[src/rtl/acc_muldiv_seq.sv]
// Micro-step sequencer for 4x4 unsigned multiply (shift-add) and restoring divide
// on a split high/low accumulator; one accumulator/ALU control word per clock.
module acc_muldiv_seq #(
  parameter int N_BITS = 4
) (
  input  logic       clk,
  input  logic       reset_n,
  input  logic       start,
  input  logic       op,
  input  logic       abort,
  input  logic       divisor_zero,
  input  logic       alu_carry,
  input  logic       acc_low_lsb,
  output logic       busy,
  output logic       done,
  output logic       div_err,
  output logic       acc_in_select,
  output logic [1:0] acc_high_select,
  output logic [1:0] acc_low_select,
  output logic       fill_value,
  output logic       acc_high_reset_p,
  output logic       alu_sub
);
  localparam int CW = $clog2(N_BITS) + 1;

  typedef enum logic [3:0] {
    S_IDLE, S_LOAD, S_COPY, S_CLEAR, S_ADD, S_SHR,
    S_SHL, S_SUB, S_FINAL, S_DONE, S_ERR
  } state_t;

  localparam logic [1:0] SEL_HOLD = 2'b00, SEL_SHR = 2'b01,
                         SEL_SHL  = 2'b10, SEL_LOAD = 2'b11;

  state_t          r_state, w_next;
  logic [CW-1:0]   r_cnt;
  logic            r_op, r_carry_q, r_q_q, r_hrst;
  logic            w_last;

  assign w_last = (r_cnt == CW'(1));

  always_ff @(posedge clk or negedge reset_n) begin
    if (!reset_n) begin
      r_state   <= S_IDLE;
      r_cnt     <= '0;
      r_op      <= 1'b0;
      r_carry_q <= 1'b0;
      r_q_q     <= 1'b0;
      r_hrst    <= 1'b0;
    end else begin
      r_state <= w_next;
      // Registered so the high-half clear is glitch-free in CLEAR.
      r_hrst  <= (w_next == S_CLEAR);
      if (r_state == S_IDLE && start) r_op <= op;
      case (r_state)
        S_CLEAR: begin
          r_cnt     <= CW'(N_BITS);
          r_carry_q <= 1'b0;
          r_q_q     <= 1'b0;
        end
        S_ADD: r_carry_q <= acc_low_lsb & alu_carry;
        S_SHR: r_cnt     <= r_cnt - CW'(1);
        S_SUB: begin
          r_cnt <= r_cnt - CW'(1);
          r_q_q <= alu_carry;
        end
        default: ;
      endcase
    end
  end

  always_comb begin
    w_next = r_state;
    case (r_state)
      S_IDLE:  if (start) w_next = (op && divisor_zero) ? S_ERR : S_LOAD;
      S_LOAD:  w_next = S_COPY;
      S_COPY:  w_next = S_CLEAR;
      S_CLEAR: w_next = r_op ? S_SHL : S_ADD;
      S_ADD:   w_next = S_SHR;
      S_SHR:   w_next = w_last ? S_DONE : S_ADD;
      S_SHL:   w_next = S_SUB;
      S_SUB:   w_next = w_last ? S_FINAL : S_SHL;
      S_FINAL: w_next = S_DONE;
      S_DONE:  w_next = S_IDLE;
      S_ERR:   w_next = S_IDLE;
      default: w_next = S_IDLE;
    endcase
    if (abort && r_state != S_IDLE) w_next = S_IDLE;
  end

  always_comb begin
    busy            = (r_state != S_IDLE);
    done            = (r_state == S_DONE) || (r_state == S_ERR);
    div_err         = (r_state == S_ERR);
    acc_in_select   = 1'b0;
    acc_high_select = SEL_HOLD;
    acc_low_select  = SEL_HOLD;
    fill_value      = 1'b0;
    alu_sub         = 1'b0;
    case (r_state)
      S_LOAD: begin
        acc_in_select   = 1'b1;
        acc_high_select = SEL_LOAD;
      end
      S_COPY: acc_low_select = SEL_LOAD;
      S_ADD:  if (acc_low_lsb) acc_high_select = SEL_LOAD;
      S_SHR: begin
        acc_high_select = SEL_SHR;
        acc_low_select  = SEL_SHR;
        fill_value      = r_carry_q;
      end
      S_SHL: begin
        acc_high_select = SEL_SHL;
        acc_low_select  = SEL_SHL;
        fill_value      = r_q_q;
      end
      S_SUB: begin
        alu_sub = 1'b1;
        if (alu_carry) acc_high_select = SEL_LOAD;
      end
      S_FINAL: begin
        acc_low_select = SEL_SHL;
        fill_value     = r_q_q;
      end
      default: ;
    endcase
  end

  assign acc_high_reset_p = r_hrst;
endmodule

[config.mk]
export PLATFORM = sky130hd
export DESIGN_NAME = acc_muldiv_seq
export DESIGN_NICKNAME = d
export VERILOG_FILES = /design/src/rtl/acc_muldiv_seq.sv
export SDC_FILE = /design/constraint.sdc
export NUM_CORES = 1
export LEC_CHECK = 0
export CORE_MARGIN = 4
export CORE_UTILIZATION = 48
export CTS_CLUSTER_SIZE = 28
export DETAILED_ROUTE_END_ITERATION = 7
export GPL_TIMING_DRIVEN = 1
export PLACE_DENSITY = 0.76
export SETUP_SLACK_MARGIN = 0.4
export SLEW_MARGIN = 20
export SYNTH_ARGS = -nofsm -noshare
export SYNTH_HDL_FRONTEND = slang
export SYNTH_SLANG_ARGS = --single-unit
[constraint.sdc]
create_clock -name clk -period 1.6 [get_ports clk]
set_input_delay 0.24 -clock clk [delete_from_list [all_inputs] [get_ports clk]]
set_output_delay 0.24 -clock clk [all_outputs]
set_load 0.03 [all_outputs]
==> impl_metrics.toml, run 1 <==
[synthesis]
postSynthAreaPerCell_sq_um = 7.79
ys_seq_area_frac = 0.333
syn_inst = 106
yosysTopAreaCell = "dfrtp_1"
yosys_warnings = 0
synthArstFlopShare = 1.00
synth_top_area_frac = 0.333
yosysUniqueCellTypes = 29
synth_flop_cell = "dfrtp_1"
synth.area.top_cells = "dfrtp_1 33%, nor2_1 8.2%, a21oi_1 5.5%"
syn_area_sq_um = 826
syn_nets = 116
ys_ff_latch = 11
synth_enable_flop_cells = 0
synth.most_common_cell = "nor2_1"
yosys-top-cells-count = "18 x nor2_1, 11 x dfrtp_1, 10 x nand2_1"

[clock_network]
cts_buffers = 3
clockBufferDepth = 2
cts.sinks = 11
htree_levels = 1
post_cts.repair.setup_buffers = 14
holdBufCountCts = 0
cts-resized-gates = 65
cts_root_buffer = "clkbuf_4"

[outcome]
firstError = "[ERROR DPL-0033] detailed placement checks failed during check placement."
haltStage = "clock tree synthesis"
status = "did not finish"

[floorplanning]
io_pins = 19
num_rows = 14
die_h_um = 49.5
fp.dieW_um = 49.5
start_util = 0.530

[placement]
post-dp-hpwl_um = 1810
dp_cells = 149
gp_congestion = 0.849
portBuffers = 18
## kinds of logic after synthesis
group,count (synthesis),share of synthesized area
AND/OR/NAND/NOR,51,0.326
adder cells (fa/ha/maj),2,0.0303
multiplexers,2,0.0273
buffers and inverters,13,0.0788
flip-flops,11,0.333
AO/OA/AOI/OAI,27,0.205
## metrics by stage
| stage | setup slack (ps) | cell area [sq um] | hold slack [ps] |
|---|---|---|---|
| 2_1_floorplan | 200 | 978 | -55.6 |
| 3_3_place_gp | 24.9 | 1200 | 467 |
| 3_5_place_dp | 6.24 | 1200 | 511 |
==> run 2, diff against run 1 <==
==> config.mk (replaced) <==
export PLATFORM = sky130hd
export DESIGN_NAME = acc_muldiv_seq
export DESIGN_NICKNAME = d
export VERILOG_FILES = /design/src/rtl/acc_muldiv_seq.sv
export SDC_FILE = /design/constraint.sdc
export NUM_CORES = 1
export LEC_CHECK = 0
export CORE_AREA = 4 4 65 67
export DETAILED_ROUTE_END_ITERATION = 7
export DIE_AREA = 0 0 69 71
export GPL_TIMING_DRIVEN = 1
export PLACE_DENSITY_LB_ADDON = 0.15
export SLEW_MARGIN = 20
export SYNTH_ARGS = -nofsm -noshare
export SYNTH_HDL_FRONTEND = slang
export SYNTH_SLANG_ARGS = --single-unit
==> impl_metrics.toml, run 2 <==
[outcome]
status = "finished, violations left"
violations = "negative setup slack"

[floorplanning]
core_area_sq_um = 3630
start_util = 0.227
fp.dieW_um = 69
die_h_um = 71
io_pins = 19
die_area_sq_um = 4900
num_rows = 22

[cells_and_area]
syn2layout_area_growth_pct = 77.9
mostFrequentLayoutCells = "20 x buf_4, 14 x buf_6, 11 x nor2_1, 11 x dfrtp_1, 8 x a21oi_1"
instances_no_fill = 197
largest-register = "r_state"
n_antenna_cell = 0
layout-drive-gt1-share = 0.456
top_regs = "r_state: 4 flops, r_cnt: 3 flops"
final_common_cell = "buf_4"
largest_register_ffs = 4
fin_nets = 160

[sta]
min_period_ps = 1680
setup_viol = 6
relSlewSlack = 0.634
fmax_mhz = 594
skew_ps = 7.18
slew_violations = 0
finalHoldViolations = 0
fin_crit_sh = 1.05
max_slew.worst_pin.slew_ps = 547
rsz0062_at_grt = "yes"
fin_ws_ps = -82.3

[drt]
drc_errors = 0
viasPerCell = 4.51
drtIter0Drc = 19
first_pass_iters = 4
via_count = 888
ant_nets = 0
routed_wl_um = 2520
routedWlPerCell_um = 12.8

[worst_setup_path]
cp_max_fo = 5
cp.required_ps = 1360
path_class = "reg2out"
end_kind = "output port"
critical_path.startpoint_type = "flop"
crit_arrival_ps = 1440

[clock_network]
clockBufferDepth = 2
cts.sinks = 11
cts_tree = "done"
htree_levels = 1
holdBufCountCts = 0
cts_buffers = 3
cts_root_buffer = "clkbuf_8"
clkTransAtPathRegs_ps = 60
clock_latency_ps = 240

[synthesis]
synth_flop_cell = "dfrtp_1"
ys_ff_latch = 11
synth.most_common_cell = "nor2_1"
ys_seq_area_frac = 0.333
synth_enable_flop_cells = 0
yosys-top-cells-count = "18 x nor2_1, 11 x dfrtp_1, 10 x nand2_1"
synthArstFlopShare = 1.00
synth.area.top_cells = "dfrtp_1 33%, nor2_1 8.2%, a21oi_1 5.5%"
yosysUniqueCellTypes = 29
synth_top_area_frac = 0.333
postSynthAreaPerCell_sq_um = 7.79
syn_area_sq_um = 826
syn_nets = 116
syn_inst = 106
yosys_warnings = 0
yosysTopAreaCell = "dfrtp_1"

[worst_hold_path]
hp-class = "in2async"

[power_and_ir_drop]
vdd_drop_max_uv = 749
p_per_area_nw_per_um2 = 1820
total_power_uw = 2670
cellLeakagePower_uw = 0.000643

[global_route]
grt_pass1_vias = 878
grt_pass1_wl_um = 4130
grt_antenna_before_repair = 0
grt_usage = 0.105
grt_max_degree = 14
grt_overflow = 0

[run]
drv_cap = 0

[placement]
post-dp-hpwl_um = 1680
dp_cells = 176
gp_congestion = 0.765
portBuffers = 18
-- run 2: cell counts after synthesis --
No cell type changed its count.
-- run 2: worst paths after layout --
| check | from | end | slack, ps | depth (start not counted) |
|---|---|---|---|---|
| min | reset_n | r_q_q | 350 | 1 |
| max reg2reg | r_state[2] | acc_high_reset_p | -10 | 7 |
| min reg2reg | r_cnt[1] | r_cnt[1] | 480 | 2 |
| min in group clk | alu_carry | r_q_q | 410 | 3 |
| max | r_state[2] | fill_value | -80 | 6 |
| max in group asynchronous | reset_n | r_op | 880 | 1 |
-- run 2: critical path, stage by stage, from the launching register on --
cell and delay [ps]:
dfrtp_1 420, buf_6 150, nor2_2 100, and3_1 150, a31oi_1 50, o32ai_2 130, buf_4 200
-- run 2: per-layer routing --
| layer | vias to the layer above | wire [um] | global-route usage |
|---|---|---|---|
| li1 | 454 | - | - |
| met1 | 412 | 1180 | 0.129 |
| met2 | 17 | 1200 | 0.171 |
| met3 | 5 | 109 | 0.0369 |
| met4 | 0 | 34 | 0.0325 |
| met5 | - | 0 | 0 |
-- run 2: cell families (layout without fill, tap and decap cells) --
| family | count (synthesis) | in the layout | synth area share |
|---|---|---|---|
| mux | 2 | 2 | 0.0273 |
| compound gates | 27 | 27 | 0.205 |
| simple gates | 51 | 51 | 0.326 |
| fa+ha+maj | 2 | 2 | 0.0303 |
| buf+inv | 13 | 56 | 0.0788 |
| flops | 11 | 11 | 0.333 |
-- run 2: power by group --
group          leakage [uW]  internal [uW]  switching [uW]
clock network     0.0000228            175             112
logic              0.000478            979             947
registers          0.000142            383            75.0
total              0.000643           1540            1130
-- run 2: cell type report --
type                       instances  area [sq um]
sequential                        11           275
timing repair buffer              47           482
tap                               48          60.1
inverter                           5          18.8
fill                             377          2160
clock buffer                       4          45.0
multi-input combinational         82           588
-- run 2: repair_timing --
item / CTS / global route
cloned: 0 / 1
pin swaps: 6 / 10
setup buffers: 12 / 4
setup endpoints to repair: 9 / 11
resized for setup: 24 / 26
-- run 2: through the flow --
step / utilization / hold WS [ps] / setup TNS, ps / setup WS, ps / area, sq um
after global routing: 0.404 / 408 / -917 / -146 / 1470
after global placement: 0.303 / 480 / -108 / -69.1 / 1100
after CTS: 0.367 / 376 / -236 / -76.3 / 1330
after floorplan: - / -55.6 / 0 / 44.7 / 841
after detailed placement: 0.303 / 481 / -72.9 / -60.6 / 1100
final: 0.404 / 350 / -249 / -82.3 / 1470
Power figures use the tool's default switching activity.
==> run 3, diff against run 2 <==
--- a/config.mk
+++ b/config.mk
@@ -10,7 +10,6 @@
 export DIE_AREA = 0 0 69 71
 export GPL_TIMING_DRIVEN = 1
 export PLACE_DENSITY_LB_ADDON = 0.15
-export SLEW_MARGIN = 20
 export SYNTH_ARGS = -nofsm -noshare
 export SYNTH_HDL_FRONTEND = slang
 export SYNTH_SLANG_ARGS = --single-unit
==> results of run 3 <==
The final DEF is identical to that of run 2; final timing and power are the same.
==> run 4, diff against run 3 <==
--- a/config.mk
+++ b/config.mk
@@ -9,7 +9,8 @@
 export DETAILED_ROUTE_END_ITERATION = 7
 export DIE_AREA = 0 0 69 71
 export GPL_TIMING_DRIVEN = 1
-export PLACE_DENSITY_LB_ADDON = 0.15
+export PLACE_DENSITY = 0.41
 export SYNTH_ARGS = -nofsm -noshare
 export SYNTH_HDL_FRONTEND = slang
 export SYNTH_SLANG_ARGS = --single-unit
+export TNS_END_PERCENT = 100
==> impl_metrics.toml, run 4 (synthesis results as in run 2) <==
[outcome]
status = "finished, violations left"
violations = "negative setup slack"

[sta]
fin_ws_ps = -86.0
relSlewSlack = 0.605
setup_viol = 6
fin_setup_tns_ps = -277
skew_ps = 2.20
fin_hold_ws_ps = 372
finalHoldViolations = 0
rsz0062_at_grt = "yes"
slew_violations = 0
max_slew.worst_pin.slew_ps = 590
min_period_ps = 1690
fmax_mhz = 593
fin_crit_sh = 1.05

[global_route]
grt_pass1_vias = 959
grt_pass1_wl_um = 4570
grt_overflow = 0
grt_antenna_before_repair = 0
grt_max_degree = 12
grt_usage = 0.117

[clock_network]
clock_latency_ps = 240
cts_buffers = 3
cts.sinks = 11
cts_tree = "done"
holdBufCountCts = 0
htree_levels = 1
clkTransAtPathRegs_ps = 50
clockBufferDepth = 2
cts_root_buffer = "clkbuf_8"

[cells_and_area]
largest-register = "r_state"
layout-drive-gt1-share = 0.447
mostFrequentLayoutCells = "28 x buf_4, 14 x buf_6, 11 x nor2_1"
final_common_cell = "buf_4"
fin_nets = 163
top_regs = "r_state: 4 flops, r_cnt: 3 flops"
instances_no_fill = 200
largest_register_ffs = 4
n_antenna_cell = 0
syn2layout_area_growth_pct = 72.3

[worst_setup_path]
crit_arrival_ps = 1450
cpMostUsedCell = "buf_6"
end_kind = "output port"
cp.required_ps = 1360
worstPathCellList = "buf_6 -> nand2b_4 -> mux2_4 -> nor2_4 -> buf_6"
crit_slowest_cell = "dfrtp_1"
critical_path_buf_inv_count = 2
path_class = "reg2out"
critPathTopFamily = "flip-flops"
cp_max_fo = 4
cp_slowest_stage_delay_ps = 420
critical_path.startpoint_type = "flop"

[placement]
portBuffers = 18
post-dp-hpwl_um = 1860
gp_congestion = 0.762
dp_cells = 179
preCtsSetupSlack_ps = -49.2

[drt]
first_pass_iters = 2
drc_errors = 0
viasPerCell = 4.55
routed_wl_um = 2720
via_count = 910
ant_nets = 0
drtIter0Drc = 29
routedWlPerCell_um = 13.6

[floorplanning]
num_rows = 22
fp.dieW_um = 69
start_util = 0.227
io_pins = 19
core_area_sq_um = 3630
die_h_um = 71
die_area_sq_um = 4900

[worst_hold_path]
hp-class = "in2async"

[power_and_ir_drop]
vdd_drop_max_uv = 783
total_power_uw = 2590
p_per_area_nw_per_um2 = 1820
cellLeakagePower_uw = 0.000625

[run]
drv_cap = 0
[run 4: cell count changes in the layout (fill, tap and decap cells not counted), moves of 2 or more]
cell	before	now
nor2b_4	2	0
o21ai_1	0	2
buf_8	2	0
buf_12	2	0
nor2b_1	2	4
buf_4	20	28
nand2_1	7	9
[run 4: power by group]
part	leakage (uW)	switching (uW)	internal [uW]
registers	0.000140	78.2	384
logic	0.000462	928	907
clock network	0.0000228	115	176
total	0.000625	1120	1470
[run 4: stage by stage]
stage	util	cell area, sq um
floorplan	-	841
global placement	0.310	1120
detailed placement	0.310	1120
CTS	0.374	1360
global route	0.392	1420
finish	0.392	1420
[run 4: metal layers]
| layer | part of all wire | track usage | up-vias |
|---|---|---|---|
| li1 | - | - | 461 |
| met5 | 0 | 0 | - |
| met1 | 0.46 | 0.137 | 425 |
| met3 | 0.050 | 0.0440 | 4 |
| met4 | 0.015 | 0.0564 | 0 |
| met2 | 0.47 | 0.190 | 20 |
[run 4: path summary, 6_finish.rpt]
kind	slack, ps	start	endpoint	depth (start not counted)
max in group asynchronous	810	reset_n	r_state[3]	1
worst min register to register	490	r_cnt[1]	r_cnt[1]	2
min in group clk	490	r_cnt[1]	r_cnt[1]	2
worst min-delay path	370	reset_n	r_cnt[0]	1
worst max register to register	-20	r_state[2]	acc_high_reset_p	7
worst max-delay path	-90	r_state[2]	acc_low_select[1]	5
[run 4: cell type report]
| type | instances | area, sq um |
|---|---|---|
| clock buffers | 4 | 45.0 |
| fillers | 389 | 2210 |
| inverters | 5 | 18.8 |
| multi-input cells | 82 | 574 |
| flip-flops and latches | 11 | 277 |
| well taps | 48 | 60.1 |
| repair buffers | 50 | 448 |
[run 4: worst reg2reg max path, delay by kind of cell (launching register included)]
kind / cells / cell delay (ps)
buffers and inverters: 3 / 410
and+or+nand+nor: 2 / 340
DFF: 1 / 420
AOI/OAI and AO/OA: 2 / 370
[run 4: repair_timing]
item | 4_1_cts | 5_1_grt
cloned | 0 | 0
endpoints found under the hold margin | 0 | 0
setup buffers | 13 | 4
pin swaps | 3 | 3
resized for setup | 27 | 16
endpoints found under the setup margin | 10 | 13
